==> config.mk <==
export PLATFORM = sky130hd
export DESIGN_NAME = npc_exec_sequencer
export DESIGN_NICKNAME = d
export VERILOG_FILES = /design/src/rtl/npc_exec_sequencer.sv
export SDC_FILE = /design/constraint.sdc
export NUM_CORES = 1
export LEC_CHECK = 0
export ABC_CLOCK_PERIOD_IN_PS = 5900
export BUFFER_PORTS_ARGS = -buffer_cell sky130_fd_sc_hd__buf_2
export CORE_ASPECT_RATIO = 1.2
export CORE_MARGIN = 1
export CORE_UTILIZATION = 50
export CTS_CLUSTER_DIAMETER = 120
export DETAILED_ROUTE_END_ITERATION = 16
export HOLD_SLACK_MARGIN = 0.05
export PLACE_DENSITY = 0.95
export SLEW_MARGIN = 20
export SYNTH_ARGS = -nofsm -noshare
export SYNTH_HDL_FRONTEND = slang
export SYNTH_SLANG_ARGS = --single-unit
export TNS_END_PERCENT = 5
==> constraint.sdc <==
create_clock -name clk -period 5.9 [get_ports clk]
set_clock_uncertainty 0.1 [all_clocks]
set_input_delay 0.295 -clock clk [delete_from_list [all_inputs] [get_ports clk]]
set_output_delay 0.295 -clock clk [all_outputs]
set_load 0.02 [all_outputs]
==> src/rtl/npc_exec_sequencer.sv <==
// Multi-cycle control sequencer for the NPC core: fetch, decode lookup, execute,
// data-memory access and writeback, plus ownership of pc/inst/instret/halt state.
module npc_exec_sequencer #(
    parameter logic [31:0] RESET_PC    = 32'h8000_0000,
    parameter int          PATTERN_LEN = 15,
    parameter int          MICRO_LEN   = 14
) (
    input  logic                   clk,
    input  logic                   rst,
    output logic                   imem_req,
    output logic [31:0]            imem_addr,
    input  logic                   imem_ack,
    input  logic [31:0]            imem_rdata,
    output logic [PATTERN_LEN-1:0] dec_pattern,
    input  logic [MICRO_LEN-1:0]   dec_micro,
    input  logic                   dec_hit,
    output logic [MICRO_LEN-1:0]   micro,
    input  logic                   branch_cond,
    input  logic [31:0]            jump_target,
    output logic                   dmem_req,
    output logic                   dmem_we,
    output logic [1:0]             dmem_size,
    input  logic                   dmem_ack,
    output logic                   rf_we,
    output logic [31:0]            pc,
    output logic [31:0]            inst,
    output logic [31:0]            instret,
    output logic                   halted,
    output logic                   illegal
);

    // state   | meaning
    // FETCH   | imem request outstanding, latch inst on ack
    // DECODE  | decoder looks at inst, micro latched
    // EXEC    | ALU operands settle
    // MEM     | dmem request outstanding until ack
    // WB      | register write, retire, pc update
    // HALT    | stopped, left only through rst
    localparam logic [2:0] S_FETCH  = 3'd0;
    localparam logic [2:0] S_DECODE = 3'd1;
    localparam logic [2:0] S_EXEC   = 3'd2;
    localparam logic [2:0] S_MEM    = 3'd3;
    localparam logic [2:0] S_WB     = 3'd4;
    localparam logic [2:0] S_HALT   = 3'd5;

    localparam logic [2:0]  IMM_I  = 3'd1;
    localparam logic [2:0]  IMM_SB = 3'd3;
    localparam logic [31:0] EBREAK = 32'h0010_0073;

    logic [2:0]  state;
    logic        run;
    logic        regen;
    logic        pcjen;
    logic [1:0]  mwen;
    logic [1:0]  mren;
    logic [2:0]  imm_type;
    logic        taken;
    logic [31:0] pc_next;

    assign regen    = micro[13];
    assign pcjen    = micro[12];
    assign mwen     = micro[10:9];
    assign mren     = micro[8:7];
    assign imm_type = micro[2:0];

    always_comb begin
        taken   = pcjen & ((imm_type != IMM_SB) | branch_cond);
        pc_next = pc + 32'd4;
        if (taken) begin
            pc_next = {jump_target[31:1], (imm_type == IMM_I) ? 1'b0 : jump_target[0]};
        end
    end

    // run holds off the first fetch until the first edge after reset release
    assign imem_req    = (state == S_FETCH) & run;
    assign imem_addr   = pc;
    assign dmem_req    = (state == S_MEM);
    assign dmem_we     = (state == S_MEM) & (|mwen);
    assign dmem_size   = (state != S_MEM) ? 2'b00 : ((|mwen) ? mwen : mren);
    assign rf_we       = (state == S_WB) & regen;
    assign dec_pattern = {inst[31:25], inst[14:12], inst[6:2]};

    always_ff @(posedge clk or posedge rst) begin
        if (rst) begin
            state   <= S_FETCH;
            run     <= 1'b0;
            pc      <= RESET_PC;
            inst    <= 32'd0;
            micro   <= '0;
            instret <= 32'd0;
            halted  <= 1'b0;
            illegal <= 1'b0;
        end else begin
            run <= 1'b1;
            case (state)
                S_FETCH: begin
                    if (run && imem_ack) begin
                        inst  <= imem_rdata;
                        state <= S_DECODE;
                    end
                end
                S_DECODE: begin
                    micro <= dec_micro;
                    if (inst == EBREAK) begin
                        state  <= S_HALT;
                        halted <= 1'b1;
                    end else if (!dec_hit) begin
                        state   <= S_HALT;
                        halted  <= 1'b1;
                        illegal <= 1'b1;
                    end else begin
                        state <= S_EXEC;
                    end
                end
                S_EXEC: begin
                    if ((|mren) || (|mwen)) begin
                        state <= S_MEM;
                    end else begin
                        state <= S_WB;
                    end
                end
                S_MEM: begin
                    if (dmem_ack) begin
                        state <= S_WB;
                    end
                end
                S_WB: begin
                    pc      <= pc_next;
                    instret <= instret + 32'd1;
                    // a misaligned target still retires, then stops the core
                    if (pc_next[1]) begin
                        state   <= S_HALT;
                        halted  <= 1'b1;
                        illegal <= 1'b1;
                    end else begin
                        state <= S_FETCH;
                    end
                end
                S_HALT: begin
                    state <= S_HALT;
                end
                default: begin
                    state <= S_HALT;
                end
            endcase
        end
    end

endmodule
; ---- After elaboration in Yosys (flattened, before gate mapping)
; Cells that the tools add are included.
[word_totals]
reg_bits = 116
output_inout_bits = 165
[op_classes]
n_bitwise = 5
add_sub_neg = 2
n_mux = 17
n_eq_ne = 14
reduce_logical = 10
[ops]
columns = op, n
row1 = $add A32 B1 Y32 const B, 1
row2 = $add A32 B3 Y32 const B, 1
row3 = $eq A32 B21 Y1 const B, 1
row4 = $mux W32, 1
row5 = $mux W3, 6
row6 = $pmux W3 S5, 1
row7 = $eq A3 B1 Y1 const B, 2
row8 = $eq A3 B2 Y1 const B, 2
row9 = $ne A2 B2 Y1 const B, 3
row10 = $ne A3 B2 Y1 const B, 2
row11 = $mux W1, 5
row12 = $and A1 B1 Y1, 4
row13 = $mux W2, 2
row14 = $ne A2 B1 Y1 const B, 2
row15 = $pmux W1 S2, 2
row16 = $reduce_and A2 Y1, 2
row17 = $reduce_and A4 Y1, 1
row18 = $reduce_or A2 Y1, 2
row19 = $eq A3 B3 Y1 const B, 1
row20 = $logic_not A3 Y1, 1
row21 = $ne A3 B3 Y1 const B, 1
row22 = $reduce_and A3 Y1, 1
row23 = $reduce_bool A2 Y1, 1
row24 = $logic_and A1 B1 Y1, 1
row25 = 2 further kinds, 2

; ---- Logic depth before layout (Yosys ltp)
; Gate-level depths: netlist of run 1.
[logic_depth]
ltp_word = 6
depth_mapped = 7
mapped_depth_nobuf = 6

; ---- Worst setup path before layout of run 1
; OpenSTA, ideal clock, no wires.
[synth_path]
path_kind = reg-to-reg
start = register pc[7], in the netlist imem_addr[7]
end = register pc[29], in the netlist imem_addr[29]
setup_slack_ns = 4.018
t_required_ns = 5.663
path_stages_with_launch = 6
n_path_buf = 0
arrival_ns = 1.645
synth_period_minus_slack_ns = 1.882
cell_sequence = dfrtp_1 -> nand3_1 -> nor4_4 -> nand4_1 -> o32ai_1 -> a21oi_1
[synth_between]
elab_chain_len = 2
[synth_lines]
columns = item, line_no
row1 = from (decl), 25  ; output logic [31:0] pc,
row2 = from (signal assigned), 128  ; pc <= pc_next;
row3 = $add A32 B3 Y32, 68  ; pc_next = pc + 32'd4;
row4 = $mux W32, 69  ; if (taken) begin
; No other way between the ends.
; A chain may end at the register's enable or synchronous reset.

; ---- Final worst setup path of run 1
[layout_path]
start = register state[0]
end = register instret[27]
[layout_between]
elab_chain_len = 1
[layout_lines]
columns = item, line_no
row1 = from (decl), 50  ; logic [2:0] state;
row2 = from (signal assigned), 85  ; state <= S_FETCH;
row3 = from (signal assigned), 99  ; state <= S_DECODE;
row4 = from (signal assigned), 105  ; state <= S_HALT;
row5 = $eq A3 B3 Y1, 95  ; case (state)
row6 = to (signal assigned), 129  ; instret <= instret + 32'd1;
row7 = to (decl), 27  ; output logic [31:0] instret,
; No other way between the ends.

==> results of run 1 <==
## sequential cells by signal, summed over array words and instances (netlist names)
register / flops
halted: 1
illegal: 1
imem_addr: 32
inst: 32
instret: 32
micro: 14
run: 1
state: 3
## layout make-up
class / count / area, sq um / area share, %
multi-input combinational: 370 / 2510 / 31.3
sequential: 116 / 2900 / 36.2
clock buffer: 18 / 439 / 5.48
timing repair buffer: 303 / 1780 / 22.2
tap: 157 / 196 / 2.45
clock inverter: 14 / 153 / 1.90
inverter: 9 / 36.3 / 0.453
## power by group through the flow
stage / logic [uW] / registers, uW / clock network, uW
after global placement: 45.8 / 811 / 0
after detailed placement: 46.5 / 811 / 0
after CTS: 72.2 / 796 / 1030
after global routing: 80.7 / 796 / 1070
after floorplan: 13.1 / 811 / 0
final: 74.3 / 797 / 1020
## layer usage
layer	up-vias	track usage, %	routed length (microns)
met1	2646	32.7	6250
li1	2494	-	-
met3	52	8.29	1350
met5	-	0	0
met2	305	49.6	8850
met4	0	13.2	602
## how the worst max path moves through the flow
| stage | cells past startpoint | slack (ns) | endpoint |
|---|---|---|---|
| after floorplan | 1 | 2.43 | halted |
| after global placement | 6 | 3.65 | instret[31] |
| after detailed placement | 6 | 3.53 | instret[27] |
| after CTS | 6 | 3.54 | instret[27] |
| after global routing | 6 | 3.35 | instret[27] |
| final | 6 | 3.53 | instret[27] |
## layout by cell type, fill, tap and decap left out, types with 4 or more instances in the layout
cell type	n
a21oi_1	33
o21ai_0	16
nand2_1	50
buf_2	248
o22a_1	9
nand3_1	26
dlygate4sd3_1	50
mux2_2	44
nor2_2	4
clkinvlp_4	4
o22ai_1	11
dfrtp_1	115
and3_1	15
nor2_1	31
and2_1	6
xnor2_1	20
clkbuf_16	17
and4_1	4
a2bb2oi_1	9
a31oi_1	5
inv_1	8
xor2_1	11
buf_4	5
nand4_1	22
nor4_1	6
nand2b_1	4
## stage by stage
stage               cell area [sq um]  power (uW)  hold slack [ns]  utilization [%]
floorplan                        5920         824            0.312                -
global placement                 6920         856            0.352             59.8
detailed placement               6920         857            0.355             59.8
CTS                              8010        1900           0.0562             69.3
global route                     8010        1950           0.0833             69.3
finish                           8010        1890           0.0834             69.3
## worst max-delay path, stage by stage (launching register included)
cell,delay [ns]
dfrtp_1,0.53
nor3b_4,0.23
buf_4,0.40
nand3_1,0.14
or3_1,0.52
nor2_2,0.16
xor2_1,0.18
## cell families after synthesis
kind of cell               Yosys count  synth area share, %
and+or+nand+nor                    187                 16.9
DFF                                116                 49.1
AOI/OAI and AO/OA                  103                 11.4
buffers and inverters               84                 8.74
muxes                               46                 8.76
xor gates and xnor gates            31                 4.59
adders and majority gates            2                0.423
other                                1               0.0634
## timing repair
item,4_1_cts,5_1_grt
hold buffers,50,0
setup endpoints to repair,0,0
hold endpoints to repair,105,0
==> results by group, run 1 <==
Run status
  • Status: complete, no violations

Die
  • Die Area: 12,300 sq um
  • Ports: 249
  • Die width: 101 microns
  • Chip height: 121 microns
  • Starting Density: 51.1%
  • Cell Rows: 43
  • Core footprint: 11,600 sq um

GRT
  • Number of antenna violations at the first check in global routing: 0
  • Largest net degree at the start of global routing: 63
  • Vias in the first global route: 5,347
  • GRT Residual Overflow: 0
  • GRT Total Usage: 28.8%
  • Global-route wire length before repair: 27.1 mm

Placed design
  • IO Port Bufs: 248
  • Pre-CTS setup slack: 3.53 ns
  • Placed cell count: 905
  • GP Congestion: 0.803
  • Hpwl dp: 10.6 mm

Pwr
  • Comb pwr share: 3.9%
  • PwrDens: 236 nW/um^2
  • Leak Pwr: 0.00409 uW
  • Net Sw Frac: 21.9%
  • Maximum vdd drop: 214 uV
  • Seq pwr share: 42.2%
  • Clock network fraction of total power: 53.9%
  • Cell Int Power: 1480 uW
  • NetSw: 415 uW

STA
  • Final Hold Fails: 0
  • Final worst slack: 3.53 ns
  • Slew Limit Fails: 0
  • Slew HR: 45.3%
  • Post-route minimum period: 2.37 ns
  • Setup TNS: 0 ns
  • Period Utilization, post-route: 40.2%
  • Worst-Margin Slew: 0.814 ns
  • RSZ-0062 raised after global routing: no
  • Fmax: 422 MHz
  • Final setup fails: 0

Yosys
  • Number of synthesized register bits: 116
  • Synthesized instance count: 570
  • Sequential area share after synthesis: 49.1%
  • Most numerous cell in the Yosys netlist: dfrtp_1
  • Yosys top cell area share: 48.6%
  • Mapped Nets: 656
  • Area contributors post-synth: dfrtp_1 49%, mux2_2 8.4%, buf_4 6.1%
  • Syn avg cell area: 10.4 sq um
  • Ys async rst share: 100%
  • Synth cell types: 59
  • Yosys warnings: 0
  • Post-synth EDFFs: 0
  • Synth cell count leaders: 115 x dfrtp_1, 51 x nand2_1, 48 x buf_4
  • Most used DFF post-synth: dfrtp_1
  • Yosys top cell by area: dfrtp_1
  • Mapped Area: 5920 sq um

Final layout
  • Fin cells: 987
  • NumNets Final: 903
  • Layout cells sized above 1: 41.4%
  • FILL cells: 838
  • P&R area growth vs syn: 35.5%
  • Antenna Cells: 0

Min path
  • Hold path depth: 3
  • Hold Path Class: in2reg
  • Hold path endpoint: state[1]
  • Hold Path Origin: dec_hit

Clocking
  • H-tree depth: 4
  • Root Buffer: clkbuf_16
  • Postcts setup bufs: 0
  • Worst-path clk slew: 0.06 ns
  • CTS tree: yes
  • CTS Buf Count: 17
  • CTS Buffer Depth: 2
  • Clock latency on the worst-skew pair: 0.41 ns
  • Clk sink count: 116
  • CTS resizes: 0

Setup path
  • Data arrival, critical path: 2.59 ns
  • Endpoint class of the critical path: flip-flop
  • CP Max Fanout: 41
  • Crit path from: state[0]
  • RR Startpoint: state[0]
  • Flop-to-flop setup slack: 3.53 ns
  • Reg2reg path depth: 6
  • Crit Path Class: reg2reg
  • RR Endpoint: instret[27]
  • Startpoint Class: flip-flop
  • CP required: 6.12 ns

Drt
  • Number of DRC markers in iteration 0: 242
  • Routed length per instance: 17.3 microns
  • Remaining antenna violation count: 0
  • Vias per cell: 5.57
  • Drt first pass iters: 5
  • Drc violations: 0
  • Total Wirelength: 17.1 mm
  • Routed vias: 5,497

Flow run
  • Max Cap Viol: 0
Power figures use the tool's default switching activity.
==> run 2, diff against run 1 <==
--- a/config.mk
+++ b/config.mk
@@ -5,7 +5,8 @@
 export SDC_FILE = /design/constraint.sdc
 export NUM_CORES = 1
 export LEC_CHECK = 0
-export ABC_CLOCK_PERIOD_IN_PS = 5900
+export ABC_AREA = 1
+export ABC_CLOCK_PERIOD_IN_PS = 2200
 export BUFFER_PORTS_ARGS = -buffer_cell sky130_fd_sc_hd__buf_2
 export CORE_ASPECT_RATIO = 1.2
 export CORE_MARGIN = 1
@@ -13,7 +14,7 @@
 export CTS_CLUSTER_DIAMETER = 120
 export DETAILED_ROUTE_END_ITERATION = 16
 export HOLD_SLACK_MARGIN = 0.05
-export PLACE_DENSITY = 0.95
+export PLACE_DENSITY = 0.93
 export SLEW_MARGIN = 20
 export SYNTH_ARGS = -nofsm -noshare
 export SYNTH_HDL_FRONTEND = slang
==> constraint.sdc (replaced) <==
create_clock -name clk -period 2.2 [get_ports clk]
set_clock_uncertainty 0.1 [all_clocks]
set_input_delay 0.11 -clock clk [delete_from_list [all_inputs] [get_ports clk]]
set_output_delay 0.11 -clock clk [all_outputs]
set_load 0.02 [all_outputs]
==> run 2 against run 1 <==
  * Clock power increased to 3.0 times the previous value
  * Largest power group is now combinational logic
  * Synthesized cell count grew 60%
  * Highest routed layer unchanged
  * Combinational power rose to 77 times the previous value
  * Sequential share of layout area fell by 5.0 points
  * Total power rose to 6.7 times the previous value
  * Non-clock buffer count up 39
  * Sequential cell count unchanged
  * Global-route usage increased by 3.8 points
  * Setup slack got worse by 3.4 ns
  * Routed wire length grew 30%
  * Via count is 34% higher
==> results by group, run 2 <==
Final layout
  • Most frequent cells in the layout: 276 x nand2_1, 248 x buf_2, 124 x nor2_1, 115 x dfrtp_1, 90 x inv_1
  • Layout cells sized above 1: 27.2%
  • Antenna Cells: 0
  • Fin cells: 1,389
  • NumNets Final: 1,294
  • Final core utilization: 70.6%
  • P&R area growth vs syn: 38.2%
  • Most common cell after layout, fill and taps aside: nand2_1

Setup path
  • CP cell instances: inv_2 -> nand2_2 -> nor2_4 -> inv_2 -> nor2_1 -> buf_2
  • Worst path most repeated cell: inv_2
  • Endpoint class of the critical path: output port
  • Reg2reg path depth: 12
  • RR Endpoint: state[0]
  • Kind of cell adding the most delay to the critical path: buffers and inverters
  • Startpoint Class: flip-flop
  • Crit Path Class: reg2out
  • Crit path from: state[1]
  • WP buf/inv: 3
  • Data arrival, critical path: 1.86 ns
  • Slowest-stage cell, CP: dfrtp_1
  • CP Max Fanout: 26
  • Flop-to-flop setup slack: 0.14 ns
  • Largest stage delay, worst path: 0.42 ns
  • CP required: 1.99 ns
  • RR Startpoint: inst[31]

Yosys
  • Compound-cell area share of the yosys netlist: 6.79%
  • Sequential area share after synthesis: 43.1%
  • Syn avg cell area: 7.36 sq um
  • Post-synth EDFFs: 0
  • Synth cell types: 37
  • Yosys top cell area share: 42.8%
  • Synthesized instance count: 914
  • Simple-gate share of the synthesized area: 31.8%
  • Synth Area in XOR/XNOR: 3.90%
  • Mapped Nets: 1,000
  • Ys async rst share: 100%
  • Mapped Area: 6730 sq um
  • Synth cell count leaders: 278 x nand2_1, 125 x nor2_1, 115 x dfrtp_1
  • Post-Synth Adder-Cell Area: 0.372%
  • Mux contribution to synthesized area: 1.34%
  • Number of synthesized register bits: 116
  • Most used DFF post-synth: dfrtp_1
  • Main combinational cell family by area after synthesis: simple AND/OR/NAND/NOR gates
  • Area contributors post-synth: dfrtp_1 43%, nand2_1 16%, nor2_1 7.0%
  • Yosys top cell by area: dfrtp_1
  • Most numerous cell in the Yosys netlist: nand2_1
  • Yosys warnings: 0

Pwr
  • Seq pwr share: 30.7%
  • Maximum vdd drop: 1170 uV
  • PwrDens: 1360 nW/um^2
  • Overall Power: 12,600 uW
  • NetSw: 5870 uW
  • Clock network fraction of total power: 23.9%
  • Comb pwr share: 45.4%
  • Net Sw Frac: 46.5%
  • Cell Int Power: 6760 uW
  • Leak Pwr: 0.00481 uW

Drt
  • Remaining antenna violation count: 0
  • Number of DRC markers in iteration 0: 583
  • Routed length per instance: 15.9 microns
  • Drc violations: 0
  • Total Wirelength: 22.2 mm
  • Vias per cell: 5.30
  • Drt first pass iters: 5
  • Routed vias: 7,366

Die
  • Starting Density: 51.1%
  • Die width: 108 microns
  • Ports: 249
  • Die Area: 13,900 sq um
  • Cell Rows: 46
  • Chip height: 129 microns
  • Core footprint: 13,200 sq um

STA
  • Slew HR: 55.4%
  • Fmax: 484 MHz
  • RSZ-0062 raised after global routing: no
  • Setup TNS: 0 ns
  • Final Hold Fails: 0
  • Post-route minimum period: 2.07 ns
  • Hold WS: 0.0979 ns
  • Period Utilization, post-route: 93.9%
  • Slew Limit Fails: 0
  • Worst-Margin Slew: 0.670 ns
  • Final setup fails: 0

Placed design
  • Placed cell count: 1,274
  • Hpwl dp: 14.5 mm
  • GP Congestion: 0.972
  • IO Port Bufs: 248

Clocking
  • Root Buffer: clkbuf_16
  • Clk sink count: 116
  • CTS Buf Count: 17
  • Worst-path clk slew: 0.06 ns
  • CTS tree: yes
  • H-tree depth: 4
  • Clock latency on the worst-skew pair: 0.41 ns
  • Postcts setup bufs: 0
  • CTS Buffer Depth: 2

Min path
  • Hold path depth: 7
  • Hold Path Origin: imem_ack
  • Hold path endpoint: state[2]
  • Hold Path Class: in2reg

GRT
  • GRT Residual Overflow: 0
  • Vias in the first global route: 7,338
  • Global-route wire length before repair: 35.2 mm
  • Number of antenna violations at the first check in global routing: 0
  • GRT Total Usage: 32.6%
  • Largest net degree at the start of global routing: 117

Run status
  • Status: complete, no violations

Flow run
  • Max Cap Viol: 0
-- run 2: cell count changes after synthesis, sizes merged, moves of 13 or more --
| cell | delta |
|---|---|
| o21ai | +20 |
| nand2 | +233 |
| inv | +91 |
| mux2 | -40 |
| and3 | -13 |
| nand3 | +23 |
| nor2 | +99 |
-- run 2: logic make-up after synthesis --
logic type,count (synthesis)
muxes,6
xor gates and xnor gates,30
buffers and inverters,167
AOI/OAI and AO/OA,84
other,1
adders and majority gates,2
and+or+nand+nor,508
DFF,116
-- run 2: final cells by class --
cell class                      count  area, sq um
Tap cell                          168          210
Inverter                          100          379
Multi-Input combinational cell    631         2990
Clock buffer                       18          439
Timing Repair Buffer              342         2180
Fill cell                         950         3880
Clock inverter                     14          200
Sequential cell                   116         2900
-- run 2: worst max-delay path by stage --
stage,slack [ns],cells after the start,endpoint
2_1_floorplan,0.41,9,instret[22]
5_1_grt,0.02,12,state[0]
3_5_place_dp,0.30,8,imem_addr[12]
4_1_cts,0.04,9,state[0]
3_3_place_gp,0.36,8,imem_addr[16]
6_report,0.13,6,rf_we
-- run 2: worst register-to-register path, delay by kind of cell (launching register included) --
| family | cells | cell delay, ns |
|---|---|---|
| DFF | 1 | 0.43 |
| buffers and inverters | 2 | 0.69 |
| and+or+nand+nor | 10 | 0.77 |
-- run 2: timing repair --
item | CTS | global route
gates resized for setup | 0 | 2
hold buffers | 83 | 0
setup endpoints to repair | 0 | 1
endpoints found under the hold margin | 198 | 0
-- run 2: through the flow --
| step | worst slack (ns) | cell area, sq um |
|---|---|---|
| after floorplan | 0.409 | 6730 |
| after detailed placement | 0.298 | 7830 |
| after global routing | 0.0178 | 9300 |
| after CTS | 0.0447 | 9300 |
| after global placement | 0.362 | 7830 |
| final | 0.134 | 9300 |
-- run 2: power by group through the flow --
stage | combinational, uW | sequential, uW | clock, uW
after floorplan | 3290 | 4510 | 0
after global placement | 5340 | 3800 | 0
after detailed placement | 5470 | 3830 | 0
after CTS | 5620 | 3810 | 3040
after global routing | 6250 | 3980 | 3130
final | 5740 | 3880 | 3010
-- run 2: metal layers --
metal	GRT usage, %	part of all wire, %	vias to the layer above
met5	0	0	-
met3	6.39	7.1	82
met4	19.3	4.6	0
met1	35.6	37	3471
li1	-	-	3409
met2	58.4	51	404
==> run 3, diff against run 2 <==
--- a/config.mk
+++ b/config.mk
@@ -8,7 +8,7 @@
 export ABC_AREA = 1
 export ABC_CLOCK_PERIOD_IN_PS = 2200
 export BUFFER_PORTS_ARGS = -buffer_cell sky130_fd_sc_hd__buf_2
-export CORE_ASPECT_RATIO = 1.2
+export CORE_ASPECT_RATIO = 0.9
 export CORE_MARGIN = 1
 export CORE_UTILIZATION = 50
 export CTS_CLUSTER_DIAMETER = 120
==> run 3 against run 2 <==
  * Setup slack better by 0.068 ns
  * Routed wire length is 2.7% lower
  * Final cell count is 0.29% lower
  * Final area is 0.11% lower
  * Hold slack better by 0.0042 ns
  * Combinational power is 1% lower
  * Clock power is 2% lower
  * Register-to-register slack better by 0.07 ns
  * Global-route usage is 0.66 points lower
  * Non-clock buffer count stayed put
==> results by group, run 3 (synthesis gave the netlist of run 2 again) <==
Die
  • Ports: 249
  • Cell Rows: 39
  • Starting Density: 52.0%
  • Die width: 124 microns
  • Core footprint: 12,900 sq um
  • Die Area: 13,900 sq um
  • Chip height: 112 microns

Pwr
  • PwrDens: 1340 nW/um^2
  • NetSw: 5690 uW
  • Seq pwr share: 30.9%
  • Cell Int Power: 6770 uW
  • Leak Pwr: 0.00482 uW
  • Maximum vdd drop: 803 uV
  • Clock network fraction of total power: 23.7%
  • Comb pwr share: 45.4%
  • Net Sw Frac: 45.7%

STA
  • Period Utilization, post-route: 90.8%
  • Setup TNS: 0 ns
  • Final setup fails: 0
  • Hold WS: 0.102 ns
  • Final Hold Fails: 0
  • Worst-Margin Slew: 0.645 ns
  • Slew Limit Fails: 0
  • Slew HR: 56.9%
  • Final worst slack: 0.201 ns
  • RSZ-0062 raised after global routing: no
  • Fmax: 500 MHz
  • Post-route minimum period: 2.00 ns

Flow run
  • Max Cap Viol: 0

Setup path
  • Largest stage delay, worst path: 0.42 ns
  • Data arrival, critical path: 1.79 ns
  • Reg2reg path depth: 9
  • RR Startpoint: state[1]
  • Startpoint Class: flip-flop
  • Slowest-stage cell, CP: dfrtp_1
  • Worst path most repeated cell: inv_2
  • CP Max Fanout: 25
  • Endpoint class of the critical path: output port
  • CP cell instances: inv_2 -> nand2_2 -> nor2_4 -> inv_2 -> buf_4 -> nor2_1 -> buf_2
  • RR Endpoint: inst[9]
  • Flop-to-flop setup slack: 0.21 ns
  • Crit Path Class: reg2out
  • CP required: 1.99 ns

Clocking
  • CTS Buf Count: 17
  • CTS tree: yes
  • CTS Buffer Depth: 2
  • Clk sink count: 116
  • Postcts setup bufs: 0
  • Root Buffer: clkbuf_16
  • Worst-path clk slew: 0.05 ns
  • H-tree depth: 4
  • Clock latency on the worst-skew pair: 0.42 ns

Drt
  • Routed length per instance: 15.6 microns
  • Number of DRC markers in iteration 0: 640
  • Vias per cell: 5.20
  • Remaining antenna violation count: 0
  • Drc violations: 0
  • Drt first pass iters: 7
  • Routed vias: 7,198
  • Total Wirelength: 21.5 mm

Placed design
  • IO Port Bufs: 248
  • Hpwl dp: 14.4 mm
  • Pre-CTS setup slack: 0.211 ns
  • GP Congestion: 0.933
  • Placed cell count: 1,271

Final layout
  • Final core utilization: 71.9%
  • Fin cells: 1,385
  • Antenna Cells: 0
  • Most frequent cells in the layout: 277 x nand2_1, 248 x buf_2, 124 x nor2_1, 115 x dfrtp_1, 90 x inv_1
  • NumNets Final: 1,294
  • P&R area growth vs syn: 38.1%
  • Layout cells sized above 1: 27.0%
  • Most common cell after layout, fill and taps aside: nand2_1

Min path
  • Hold Path Class: in2reg
  • Hold Path Origin: imem_ack
  • Hold path endpoint: state[0]
  • Hold path depth: 7

GRT
  • Number of antenna violations at the first check in global routing: 0
  • GRT Residual Overflow: 0
  • Largest net degree at the start of global routing: 55
  • GRT Total Usage: 31.9%
  • Vias in the first global route: 7,109
  • Global-route wire length before repair: 35.1 mm

Run status
  • Status: complete, no violations
run 3: critical path: cells and delay by family (launching register included):
family                 cells  cell delay (ns)
buffers and inverters      4             0.57
DFF                        1             0.42
and+or+nand+nor            3             0.39
run 3: stage by stage:
stage / cell area [sq um] / total power [uW]
floorplan: 6730 / 7800
global placement: 7840 / 9110
detailed placement: 7840 / 9280
CTS: 9290 / 12400
global route: 9290 / 13200
finish: 9290 / 12500
run 3: metal layers:
metal	track usage (%)	up-vias	wire [microns]
li1	-	3416	-
met1	37.6	3363	8610
met2	54.5	351	10700
met3	8.25	68	1470
met4	15.4	0	799
met5	0	-	0
run 3: worst max path at each step:
stage               cells after the start  slack, ns         start       endpoint
floorplan                               9       0.41    instret[0]    instret[22]
global placement                        8       0.28  imem_addr[3]  imem_addr[12]
detailed placement                      8       0.21  imem_addr[3]  imem_addr[12]
CTS                                     8       0.19  imem_addr[3]  imem_addr[12]
global route                            8       0.04  imem_addr[2]  imem_addr[12]
finish                                  7       0.20      state[1]          rf_we
run 3: layout make-up:
type / instances / area (sq um)
Multi-Input combinational cell: 631 / 2990
Clock buffer: 22 / 474
Inverter: 100 / 379
Fill cell: 968 / 3640
Clock inverter: 10 / 153
Timing Repair Buffer: 342 / 2190
Tap cell: 164 / 205
Sequential cell: 116 / 2900
run 3: power groups by stage:
stage / Combinational (uW) / Clock (uW) / Sequential (uW)
3_5_place_dp: 5440 / 0 / 3840
3_3_place_gp: 5330 / 0 / 3780
2_1_floorplan: 3290 / 0 / 4510
6_report: 5670 / 2950 / 3850
4_1_cts: 5580 / 2970 / 3810
5_1_grt: 6150 / 3100 / 3950
run 3: repair_timing:
item | CTS | global route
endpoints found under the setup margin | 0 | 1
hold buffers | 82 | 0
hold endpoints to repair | 105 | 0
resized for setup | 0 | 1
